File: config.mk
export PLATFORM = sky130hd
export DESIGN_NAME = ahb_write_buffer
export DESIGN_NICKNAME = d
export VERILOG_FILES = /design/src/rtl/ahb_write_buffer.sv
export SDC_FILE = /design/constraint.sdc
export NUM_CORES = 1
export LEC_CHECK = 0
export BUFFER_PORTS_ARGS = -buffer_cell sky130_fd_sc_hd__buf_2
export CELL_PAD_IN_SITES_DETAIL_PLACEMENT = 0
export CELL_PAD_IN_SITES_GLOBAL_PLACEMENT = 1
export CORE_MARGIN = 5
export CORE_UTILIZATION = 45
export CTS_BUF_LIST = sky130_fd_sc_hd__clkbuf_8
export CTS_CLUSTER_DIAMETER = 80
export CTS_CLUSTER_SIZE = 20
export DETAILED_ROUTE_END_ITERATION = 10
export GPL_ROUTABILITY_DRIVEN = 1
export PLACE_DENSITY_LB_ADDON = 0.1
export SETUP_SLACK_MARGIN = 0.05
export SLEW_MARGIN = 40
export SYNTH_ARGS = -nofsm -noshare
export SYNTH_HDL_FRONTEND = slang
export SYNTH_SLANG_ARGS = --single-unit
File: constraint.sdc
create_clock -name clk -period 3.85 [get_ports clk]
set_clock_uncertainty 0.2 [all_clocks]
set_input_delay 0.77 -clock clk [delete_from_list [all_inputs] [get_ports clk]]
set_output_delay 0.77 -clock clk [all_outputs]
set_load 0.01 [all_outputs]
File: src/rtl/ahb_write_buffer.sv
// Posted-write buffer: accepts AHB-Lite writes into a FIFO with zero wait states
// and drains them downstream as SINGLE transfers; reads wait for an empty FIFO.
module ahb_write_buffer #(
  parameter int W_ADDR = 32,
  parameter int W_DATA = 32,
  parameter int DEPTH  = 4
) (
  input  logic              clk,
  input  logic              rst_n,
  output logic              src_hready_resp,
  output logic              src_hresp,
  output logic [W_DATA-1:0] src_hrdata,
  input  logic              src_hready,
  input  logic [W_ADDR-1:0] src_haddr,
  input  logic              src_hwrite,
  input  logic [1:0]        src_htrans,
  input  logic [2:0]        src_hsize,
  input  logic [2:0]        src_hburst,
  input  logic [3:0]        src_hprot,
  input  logic              src_hmastlock,
  input  logic [W_DATA-1:0] src_hwdata,
  input  logic              dst_hready_resp,
  input  logic              dst_hresp,
  input  logic [W_DATA-1:0] dst_hrdata,
  output logic              dst_hready,
  output logic [W_ADDR-1:0] dst_haddr,
  output logic              dst_hwrite,
  output logic [1:0]        dst_htrans,
  output logic [2:0]        dst_hsize,
  output logic [2:0]        dst_hburst,
  output logic [3:0]        dst_hprot,
  output logic              dst_hmastlock,
  output logic [W_DATA-1:0] dst_hwdata,
  output logic              write_err,
  input  logic              err_clr
);

  localparam int PW = $clog2(DEPTH);
  localparam logic [DEPTH:0] FULL_CNT = (DEPTH+1)'(DEPTH);
  localparam logic [DEPTH:0] CNT_ONE  = (DEPTH+1)'(1);

  typedef enum logic [2:0] {U_IDLE, U_WDATA, U_RWAIT, U_RDONE, U_ERR0, U_ERR1} ustate_t;
  typedef enum logic [2:0] {D_IDLE, D_WA, D_WD, D_RA, D_RD} dstate_t;

  ustate_t u_state, u_next;
  dstate_t d_state, d_next;

  logic [W_ADDR-1:0] cap_addr;
  logic [2:0]        cap_size;
  logic [3:0]        cap_prot;

  logic [W_ADDR-1:0] fifo_addr [DEPTH];
  logic [2:0]        fifo_size [DEPTH];
  logic [3:0]        fifo_prot [DEPTH];
  logic [W_DATA-1:0] fifo_data [DEPTH];
  logic [PW-1:0]     wr_ptr, rd_ptr;
  logic [DEPTH:0]    count;

  logic addr_ph, push, pop;
  logic load_wr, load_rd, rd_ok, rd_err, err_set;
  ustate_t follow;

  logic unused_ok;
  assign unused_ok = ^{src_htrans[0], src_hburst, src_hmastlock};

  assign addr_ph = src_hready && src_htrans[1];

  always_ff @(posedge clk or negedge rst_n) begin
    if (!rst_n) begin
      cap_addr <= '0;
      cap_size <= '0;
      cap_prot <= '0;
    end else if (addr_ph) begin
      cap_addr <= src_haddr;
      cap_size <= src_hsize;
      cap_prot <= src_hprot;
    end
  end

  // Upstream FSM
  always_ff @(posedge clk or negedge rst_n) begin
    if (!rst_n) u_state <= U_IDLE;
    else        u_state <= u_next;
  end

  always_comb begin
    u_next          = u_state;
    src_hready_resp = 1'b1;
    src_hresp       = 1'b0;
    push            = 1'b0;
    follow          = addr_ph ? (src_hwrite ? U_WDATA : U_RWAIT) : U_IDLE;
    case (u_state)
      U_IDLE:  u_next = follow;
      U_WDATA: begin
        src_hready_resp = (count != FULL_CNT);
        if (count != FULL_CNT) begin
          push   = 1'b1;
          u_next = follow;
        end
      end
      U_RWAIT: begin
        src_hready_resp = 1'b0;
        if (rd_ok)       u_next = U_RDONE;
        else if (rd_err) u_next = U_ERR0;
      end
      U_RDONE: u_next = follow;
      U_ERR0: begin
        src_hready_resp = 1'b0;
        src_hresp       = 1'b1;
        u_next          = U_ERR1;
      end
      U_ERR1: begin
        src_hresp = 1'b1;
        u_next    = follow;
      end
      default: u_next = U_IDLE;
    endcase
  end

  // FIFO storage carries no reset; pointers and count alone define its contents
  always_ff @(posedge clk) begin
    if (push) begin
      fifo_addr[wr_ptr] <= cap_addr;
      fifo_size[wr_ptr] <= cap_size;
      fifo_prot[wr_ptr] <= cap_prot;
      fifo_data[wr_ptr] <= src_hwdata;
    end
  end

  always_ff @(posedge clk or negedge rst_n) begin
    if (!rst_n) begin
      wr_ptr <= '0;
      rd_ptr <= '0;
      count  <= '0;
    end else begin
      if (push) wr_ptr <= wr_ptr + PW'(1);
      if (pop)  rd_ptr <= rd_ptr + PW'(1);
      if (push && !pop)      count <= count + CNT_ONE;
      else if (!push && pop) count <= count - CNT_ONE;
    end
  end

  // Downstream FSM
  always_ff @(posedge clk or negedge rst_n) begin
    if (!rst_n) d_state <= D_IDLE;
    else        d_state <= d_next;
  end

  always_comb begin
    d_next  = d_state;
    load_wr = 1'b0;
    load_rd = 1'b0;
    pop     = 1'b0;
    rd_ok   = 1'b0;
    rd_err  = 1'b0;
    err_set = 1'b0;
    case (d_state)
      D_IDLE: begin
        if (count != '0) begin
          load_wr = 1'b1;
          d_next  = D_WA;
        end else if (u_state == U_RWAIT) begin
          load_rd = 1'b1;
          d_next  = D_RA;
        end
      end
      D_WA: if (dst_hready_resp) d_next = D_WD;
      D_WD: begin
        if (dst_hready_resp) begin
          pop     = 1'b1;
          err_set = dst_hresp;
          d_next  = D_IDLE;
        end
      end
      D_RA: if (dst_hready_resp) d_next = D_RD;
      D_RD: begin
        if (dst_hready_resp) begin
          rd_ok  = !dst_hresp;
          rd_err = dst_hresp;
          d_next = D_IDLE;
        end
      end
      default: d_next = D_IDLE;
    endcase
  end

  always_ff @(posedge clk or negedge rst_n) begin
    if (!rst_n) begin
      dst_haddr  <= '0;
      dst_hsize  <= '0;
      dst_hprot  <= '0;
      dst_hwrite <= 1'b0;
      dst_hwdata <= '0;
    end else if (load_wr) begin
      dst_haddr  <= fifo_addr[rd_ptr];
      dst_hsize  <= fifo_size[rd_ptr];
      dst_hprot  <= fifo_prot[rd_ptr];
      dst_hwrite <= 1'b1;
      dst_hwdata <= fifo_data[rd_ptr];
    end else if (load_rd) begin
      dst_haddr  <= cap_addr;
      dst_hsize  <= cap_size;
      dst_hprot  <= cap_prot;
      dst_hwrite <= 1'b0;
    end
  end

  always_ff @(posedge clk or negedge rst_n) begin
    if (!rst_n)     src_hrdata <= '0;
    else if (rd_ok) src_hrdata <= dst_hrdata;
  end

  // A new error in the same cycle as err_clr keeps the flag set
  always_ff @(posedge clk or negedge rst_n) begin
    if (!rst_n)       write_err <= 1'b0;
    else if (err_set) write_err <= 1'b1;
    else if (err_clr) write_err <= 1'b0;
  end

  assign dst_htrans    = (d_state == D_WA || d_state == D_RA) ? 2'b10 : 2'b00;
  assign dst_hready    = dst_hready_resp;
  assign dst_hburst    = 3'b000;
  assign dst_hmastlock = 1'b0;

endmodule

==> out/results.ini <==
[pwr]
peakVddDrop_v=0.000372
p_leak_nw=7.46
fin_total_pwr_mw=13.0
p_per_area_nw_per_um2=675

[clock_tree]
root_buffer=clkbuf_8
cts_inserted_buffers=26
clock_latency_ns=0.61
tritoncts=yes
cts_hold_buf=1
clock-sinks=443
cts.repair.resized=0
ctsLongestPathBuffers=3
cts_setup_buffers=0
htreeDepth=1
clkTransAtPathRegs_ns=0.12

[floorplan]
boundaryPins=230
start_util_pct=45.2
die-area_um2=41600
core_area_um2=37400
rows=71
fp.dieW_um=204
die_height_um=204

[worst_setup_path]
crit_slowest_cell=dfrtp_1
crit_top_cell=ha_1
crit_path_cell_trace=nor4_1 -> nand2_1 -> and3b_1 -> ha_1 -> inv_1 -> ha_1 -> nor2b_1 -> o21a_1 -> o2111ai_1 -> o311ai_0
rr_endpoint=count[4]
setup.worst_path.start_class=register
crit_arrival_ns=3.37
crit_path_start=count[0]
critPathKind=register to register
max_stage_delay_ns=0.46
reg2reg_depth=10
r2r-start=count[0]
critPathMaxFanout=7
end_kind=register
worstPathRequired_ns=4.13
crit_end=count[4]
regToRegSetupSlack_ns=0.76

[routing]
drc=0
drtIter0Drc=377
via_per_inst=5.22
wl_mm=34.5
drt_pre_antenna_iters=4
vias=8511
detail-route-antenna-nets=0
routedWlPerCell_um=21.1

[yosys]
synth-seq-cells=443
async_flop_share_pct=35.9
synth_cells=874
synth_area_per_cell_um2=19.4
synth.distinct_cells=46
ys_warn_count=0
ys_seq_area_share_pct=73.9
synth-main-ff-cell=edfxtp_1
synth-edff-count=284
synth_area_um2=16900

[sta]
drv_slew=0
finalSetupTns_ns=0
tightestPinTransition_ns=0.766
rsz0062_at_grt=false
setup_violations=0
period_share_pct=80.4
hold_slack_ns=0.128
hold_violations=0
slew_headroom_pct=48.8
period_minus_slack_ns=3.09
max_freq_mhz=323

[layout]
final_nets=1225
layout-drive-gt1-share_pct=41.3
syn2layout_area_growth_pct=13.7

[global_routing]
grt_max_degree=60
antenna_found_initial=4
grt_pass1_vias=8995
grt_util_all_layers_pct=16.5
overflow=0
grt_pass1_wl_mm=53.5

[run_status]
status=finished clean

[placement]
dpl.hpwl_mm=20.9
gp_congestion=0.676
io_buffers=219

[hold_path]
holdCritPathClass=input port to register

[job]
maxCapViolCount=0

power by group:
part / total (mW) / switching [mW] / internal (mW)
Sequential: 6.67 / 0.697 / 5.97
Clock: 2.17 / 1.42 / 0.752
Combinational: 4.16 / 1.99 / 2.17
Total: 13.0 / 4.10 / 8.89
sequential cells by signal, indices dropped and copies added (netlist names), 3 cells and up:
signal / count
u_state: 3
count: 5
dst_haddr: 32
fifo_data: 128
cap_size: 3
cap_prot: 4
fifo_prot: 16
cap_addr: 32
dst_hwdata: 32
dst_hprot: 4
dst_hsize: 3
d_state: 3
fifo_size: 12
src_hrdata: 32
fifo_addr: 128
logic make-up (layout without fill, tap and decap cells):
| family | count (synthesis) | after routing | synth area share (%) |
|---|---|---|---|
| DFF | 443 | 443 | 73.9 |
| muxes | 209 | 209 | 18.4 |
| and+or+nand+nor | 84 | 84 | 2.54 |
| AOI/OAI and AO/OA | 64 | 64 | 2.33 |
| buffers and inverters | 58 | 300 | 1.80 |
| adders and majority gates | 9 | 9 | 0.710 |
| xor gates and xnor gates | 6 | 6 | 0.311 |
| other | 1 | 6 | 0.0222 |
Yosys cell counts, drive strengths merged, types with 2 or more instances:
master,number,area (um^2)
buf,40,238
dfrtp,159,3980
mux4,71,1600
ha,8,100
mux2,104,1170
nand2,12,47.6
mux2i,34,340
a221o,6,60.1
o21ai,10,61.3
and2,5,31.3
or3,2,12.5
inv,9,33.8
xnor2,3,26.3
xor2,3,26.3
o2111ai,2,17.5
nor3,5,30.0
edfxtp,284,8530
nor4,2,12.5
a31oi,2,12.5
nor2,37,139
clkbuf,9,33.8
nand3,2,10.0
a21oi,38,190
nor2b,10,62.6
nand2b,2,12.5
per-stage QoR:
stage	cells	worst slack [ns]	utilization [%]	cell area (um^2)
2_1_floorplan	878	0.430	-	16900
3_3_place_gp	1582	0.773	50.1	18700
3_5_place_dp	1582	0.770	50.1	18700
4_1_cts	1631	0.743	51.4	19200
5_1_grt	1631	0.480	51.4	19200
6_report	1632	0.755	51.4	19200
critical path, delay by kind of cell, from the launching register on:
family | cells | cell delay, ns
adder cells (fa/ha/maj) | 2 | 0.59
flip-flops | 1 | 0.46
AND/OR/NAND/NOR | 4 | 1.06
AO/OA/AOI/OAI | 3 | 0.52
buffers and inverters | 1 | 0.15
layer usage:
layer,GRT usage [%],share of wire [%],up-vias
met5,0,0.12,-
met4,2.79,1.6,6
met3,3.41,5.0,41
met2,26.8,48,178
met1,23.8,46,4457
li1,-,-,3829
layout by cell type (no fill, tap or decap), types with 4 or more instances in the layout:
cell type,n
nor3_1,4
buf_2,218
clkbuf_8,28
inv_1,26
conb_1,5
nand2_1,10
ha_1,8
buf_12,10
dfrtp_1,157
edfxtp_1,284
o21ai_0,9
and2_4,4
mux2_2,104
a21oi_1,38
mux4_2,71
nor2b_1,9
nor2_1,37
buf_4,13
a221o_1,6
mux2i_1,34
worst min-delay path by stage:
stage                  end        from  slack [ns]  cells past startpoint
4_1_cts          write_err     err_clr        0.07                      2
6_report         write_err     err_clr        0.13                      2
3_3_place_gp    dst_hwrite  dst_hwrite        0.26                      2
3_5_place_dp    dst_hwrite  dst_hwrite        0.26                      2
2_1_floorplan  cap_addr[0]       rst_n        0.27                      0
5_1_grt          write_err     err_clr        0.11                      2
area by class of cell:
class	count	area, um^2
multi-input combinational	377	4150
inverter	9	33.8
antenna	1	2.50
timing repair buffer	243	1410
tap	511	639
clock inverter	20	108
clock buffer	28	385
sequential	443	12500
fill	3083	18200
No activity file was read; power rests on OpenSTA's default activity.
